## config.mk

```make
export PLATFORM = sky130hd
export DESIGN_NAME = serial_adder
export DESIGN_NICKNAME = d
export VERILOG_FILES = /design/src/rtl/serial_adder.sv
export SDC_FILE = /design/constraint.sdc
export NUM_CORES = 1
export LEC_CHECK = 0
export ABC_AREA = 0
export CORE_MARGIN = 1.5
export CORE_UTILIZATION = 29
export DETAILED_ROUTE_END_ITERATION = 8
export GPL_TIMING_DRIVEN = 1
export HOLD_SLACK_MARGIN = 0.06
export MAX_ROUTING_LAYER = met4
export PLACE_DENSITY = 0.48
export SLEW_MARGIN = 20
export SYNTH_ARGS = -nofsm -noshare
export SYNTH_HDL_FRONTEND = slang
export SYNTH_SLANG_ARGS = --single-unit
```

## constraint.sdc

```tcl
create_clock -name clk -period 2.1 [get_ports clk]
set_clock_uncertainty 0.05 [all_clocks]
set_input_delay 0.21 -clock clk [delete_from_list [all_inputs] [get_ports clk]]
set_output_delay 0.21 -clock clk [all_outputs]
set_load 0.01 [all_outputs]
```

## src/rtl/serial_adder.sv

```systemverilog
// serial_adder: bit-serial adder/subtractor built from one full-adder cell and a
// carry flip-flop. It processes one operand bit per clock, least significant bit
// first, so a WIDTH-bit operation takes WIDTH cycles in ADD.
//
// Ports
//   clk   - rising-edge clock
//   rst   - asynchronous active-high reset
//   start - begin an operation (accepted in IDLE or DONE, ignored while busy)
//   SUB   - 0: A+B+CIN, 1: A-B (A + ~B + 1, CIN ignored); captured with start
//   A, B  - operands, captured with start
//   CIN   - carry-in for add mode, captured with start
//   S     - result register (partially shifted while busy)
//   COUT  - final carry-out (in subtract mode 1 means no borrow)
//   V     - signed overflow: carry into MSB xor carry out of MSB
//   busy  - operation in progress
//   done  - one-cycle pulse when S/COUT/V are valid
//
// state | meaning
// IDLE  | waiting for start, results held
// ADD   | one bit per cycle, counter selects the current bit
// DONE  | results valid for one cycle, start accepted back-to-back

module serial_adder #(
    parameter int WIDTH = 8
) (
    input  logic             clk,
    input  logic             rst,
    input  logic             start,
    input  logic             SUB,
    input  logic [WIDTH-1:0] A,
    input  logic [WIDTH-1:0] B,
    input  logic             CIN,
    output logic [WIDTH-1:0] S,
    output logic             COUT,
    output logic             V,
    output logic             busy,
    output logic             done
);

    localparam int CW = (WIDTH > 1) ? $clog2(WIDTH) : 1;
    localparam logic [CW-1:0] LAST = CW'(WIDTH - 1);

    typedef enum logic [1:0] {
        ST_IDLE = 2'd0,
        ST_ADD  = 2'd1,
        ST_DONE = 2'd2
    } state_t;

    state_t           state_q, state_d;
    logic [WIDTH-1:0] a_q, a_d;
    logic [WIDTH-1:0] b_q, b_d;
    logic [WIDTH-1:0] s_q, s_d;
    logic [CW-1:0]    cnt_q, cnt_d;
    logic             carry_q, carry_d;
    logic             cout_q, cout_d;
    logic             v_q, v_d;

    logic sum_bit;
    logic carry_next;

    assign sum_bit    = a_q[0] ^ b_q[0] ^ carry_q;
    assign carry_next = (a_q[0] & b_q[0]) | (a_q[0] & carry_q) | (b_q[0] & carry_q);

    always_ff @(posedge clk or posedge rst) begin
        if (rst) begin
            state_q <= ST_IDLE;
            a_q     <= '0;
            b_q     <= '0;
            s_q     <= '0;
            cnt_q   <= '0;
            carry_q <= 1'b0;
            cout_q  <= 1'b0;
            v_q     <= 1'b0;
        end else begin
            state_q <= state_d;
            a_q     <= a_d;
            b_q     <= b_d;
            s_q     <= s_d;
            cnt_q   <= cnt_d;
            carry_q <= carry_d;
            cout_q  <= cout_d;
            v_q     <= v_d;
        end
    end

    always_comb begin
        state_d = state_q;
        a_d     = a_q;
        b_d     = b_q;
        s_d     = s_q;
        cnt_d   = cnt_q;
        carry_d = carry_q;
        cout_d  = cout_q;
        v_d     = v_q;

        case (state_q)
            ST_IDLE, ST_DONE: begin
                if (start) begin
                    // Subtraction reuses the adder: invert B and force carry-in to 1.
                    a_d     = A;
                    b_d     = B ^ {WIDTH{SUB}};
                    carry_d = SUB ? 1'b1 : CIN;
                    cnt_d   = '0;
                    state_d = ST_ADD;
                end else begin
                    state_d = ST_IDLE;
                end
            end
            ST_ADD: begin
                if (cnt_q > LAST) begin
                    cnt_d   = '0;
                    state_d = ST_IDLE;
                end else begin
                    s_d     = {sum_bit, s_q[WIDTH-1:1]};
                    a_d     = a_q >> 1;
                    b_d     = b_q >> 1;
                    carry_d = carry_next;
                    cnt_d   = cnt_q + 1'b1;
                    if (cnt_q == LAST) begin
                        // carry_q here is the carry into the MSB.
                        cout_d  = carry_next;
                        v_d     = carry_q ^ carry_next;
                        cnt_d   = '0;
                        state_d = ST_DONE;
                    end
                end
            end
            default: begin
                cnt_d   = '0;
                state_d = ST_IDLE;
            end
        endcase
    end

    assign S    = s_q;
    assign COUT = cout_q;
    assign V    = v_q;
    assign busy = (state_q == ST_ADD);
    assign done = (state_q == ST_DONE);

endmodule
```

==> impl_metrics.csv <==
group,metric,value,unit
synthesis,synth_fp_nets,142,
global_route,grt_max_degree,33,
synthesis,ys_seq_area_frac,0.498,
worst_setup_path,path_class,"reg2reg",
drt,routedWlPerCell,13.1,um
power_and_ir_drop,fin_total_pwr,3.15,mW
global_route,antenna_found_initial,0,
global_route,grt_use_total,0.118,
clock_tree,cts-root-buf,"clkbuf_8",
drt,vias,1029,
synthesis,synthTopCellsByArea,"dfrtp_1, mux2_1, mux2_4",
power_and_ir_drop,peakVddDrop,0.475,mV
floorplanning,dieArea,6000,um^2
sta,rsz0062_at_grt,"no",
synthesis,synth.avg_cell_area,13.6,um^2
floorplanning,initial_core_util,0.307,
floorplanning,num_rows,26,
synthesis,synth_compound_area_frac,0.0405,
sta,worst_slew_margin_rel,0.724,
drt,drc_errors,0,
synthesis,netlist_area,1610,um^2
global_route,grt_pass1_vias,1074,
sta,fmax,503,MHz
drt,antenna_left,0,
synthesis,synth.distinct_cells,29,
finish,fin_util,0.414,
sta,period_needed,1990,ps
finish,drive_gt1_frac,0.204,
power_and_ir_drop,p_per_area,1450,nW/um^2
finish,syn2layout_area_growth,35.0,%
worst_setup_path,slowest_delay,380,ps
drt,drt_wl_total,3050,um
drt,firstDrtPassIters,4,
synthesis,synth_adder_area_share,0.0280,
finish,final_common_cell,"dfrtp_1",
synthesis,synth_area_leader_cell,"dfrtp_1",
synthesis,synth_mux_area_frac,0.283,
synthesis,synth-simple-area-share,0.0623,
worst_setup_path,crit_slowest_cell,"dfrtp_1",
synthesis,synth_top_family_by_area,"multiplexers",
sta,slew_viol_final,0,
drt,drt_iter0_drc,31,
flow_run,max_cap_viol_count,0,
clock_tree,cts_buffers,5,
worst_setup_path,crit_chain,"ha_1, ha_2, and4b_1, buf_4, o21ai_4, buf_12, mux2_1",
sta,finalSetupViolations,0,
clock_tree,clkTransAtPathRegs,60,ps
placement,hpwlAfterDp,2230,um
sta,fin_crit_sh,0.947,
floorplanning,core_area,5240,um^2
worst_setup_path,crit_buf_inv,2,
finish,multi_input_area,756,um^2
worst_setup_path,crit_fanout,15,
clock_tree,clock-sinks,32,
drt,viasPerCell,4.44,
floorplanning,die_w,77.4,um
floorplanning,die_h,77.4,um
sta,holdWs,272,ps
synthesis,yosysWarnings,0,
clock_tree,clk-insertion-delay-late,280,ps
sta,worst_slew_pin_slew,414,ps
sta,hold_violations,0,
clock_tree,ctsHoldBuffers,0,
run_status,status,"finished clean",
worst_setup_path,worst_setup_path_end_kind,"flop",
global_route,grt_pass1_wl,5260,um
worst_setup_path,path_delay_family,"adder cells",
power_and_ir_drop,leakagePower,0.975,nW
synthesis,synthXorXnorAreaFrac,0.0491,
finish,fillers,488,
synthesis,synth_seq_cells,32,
clock_tree,htree_levels,2,
placement,gp_congestion,0.830,
hold_path,hold_class,"in2async",
global_route,overflow,0,
placement,place_area,2030,um^2
placement,port_buffers,32,
worst_setup_path,startpoint_type,"flop",
synthesis,synth.top_cell.area_share,0.498,
worst_setup_path,cp.required,2210,ps
clock_tree,cts_tree,"yes",
synthesis,syn_inst,118,
floorplanning,pin_count,33,
finish,ff_latch_area,801,um^2
finish,n_antenna_cell,0,
finish,final_cell_mix,"dfrtp_1, clkdlybuf4s50_1, mux2_1, buf_4, clkbuf_8",
finish,fin_nets,186,
finish,final_design_area_no_fill,2170,um^2
worst_setup_path,cp.arrival,2100,ps
clock_tree,cts_buffer_depth,2,
layout make-up:
class | count | share of cell area
flip-flops and latches | 32 | 0.369
multi-input cells | 76 | 0.348
repair buffers | 42 | 0.189
clock buffers | 7 | 0.0444
well taps | 70 | 0.0404
inverters | 5 | 0.00865
synth_stat cells:
master / number
inv_2: 1
buf_2: 1
a311o_1: 1
o22ai_1: 2
xor2_1: 6
ha_1: 2
nor2_1: 2
nand2b_1: 4
fa_1: 1
nand2_1: 5
buf_6: 3
xnor2_1: 3
and2_1: 1
nand3b_1: 1
mux2_4: 6
inv_1: 4
dfrtp_1: 32
o21ai_0: 2
mux2_1: 23
and4b_1: 1
a21o_1: 1
nor3_2: 1
o21ai_4: 1
mux2_2: 4
nor3b_1: 1
o32ai_1: 1
mux2i_1: 6
clkbuf_2: 1
and2b_1: 1
sequential cells by signal, indices dropped and copies added, names as in the netlist:
signal,count
COUT,1
S,8
V,1
a_q,8
b_q,8
carry_q,1
cnt_q,3
state_q,2
path summary, 6_finish.rpt:
kind / startpoint / end / slack (ps) / depth (start not counted)
max: cnt_q[0] / carry_q / 110 / 7
min: rst / b_q[4] / 270 / 3
max reg2reg: cnt_q[0] / carry_q / 110 / 7
min reg2reg: a_q[2] / a_q[2] / 430 / 1
max in group asynchronous: rst / S[0] / 1420 / 3
min in group clk: a_q[2] / a_q[2] / 430 / 1
kinds of logic (layout without fill, tap and decap cells):
group                      after synthesis  after routing
and+or+nand+nor                         17             17
DFF                                     32             32
adders and majority gates                3              3
muxes                                   39             39
xor gates and xnor gates                 9              9
AOI/OAI and AO/OA                        8              8
buffers and inverters                   10             54
metal layers:
metal,part of all wire,wire length (um),vias to the layer above,track usage
li1,-,-,500,-
met1,0.45,1380,500,0.151
met2,0.48,1470,24,0.174
met3,0.045,137,5,0.0365
met4,0.017,51,0,0.0436
met5,0,0,-,-
tightest hold or removal path: stages:
cell,delay (ps)
clkdlybuf4s50_1,400
inv_1,50
buf_4,360
power by group:
part / total [mW] / switching (mW) / leakage (nW) / internal [mW]
sequential: 1.09 / 0.165 / 0.391 / 0.920
combinational: 1.56 / 0.634 / 0.533 / 0.924
clock: 0.511 / 0.219 / 0.0503 / 0.292
total: 3.15 / 1.02 / 0.975 / 2.14
through the flow:
step	std cells	worst slack, ps	TNS [ps]
floorplan	118	224	0
global placement	223	-5.14	-17.2
detailed placement	223	-137	-2250
CTS	231	4.59	0
global route	232	42.3	0
finish	232	112	0
timing repair:
action | in CTS | in global routing
endpoints found under the hold margin | 0 | 0
endpoints found under the setup margin | 21 | 19
pin swaps | 1 | 0
setup buffers | 1 | 1
resized for setup | 1 | 4
Note: power is estimated with default switching activity, not from simulation.
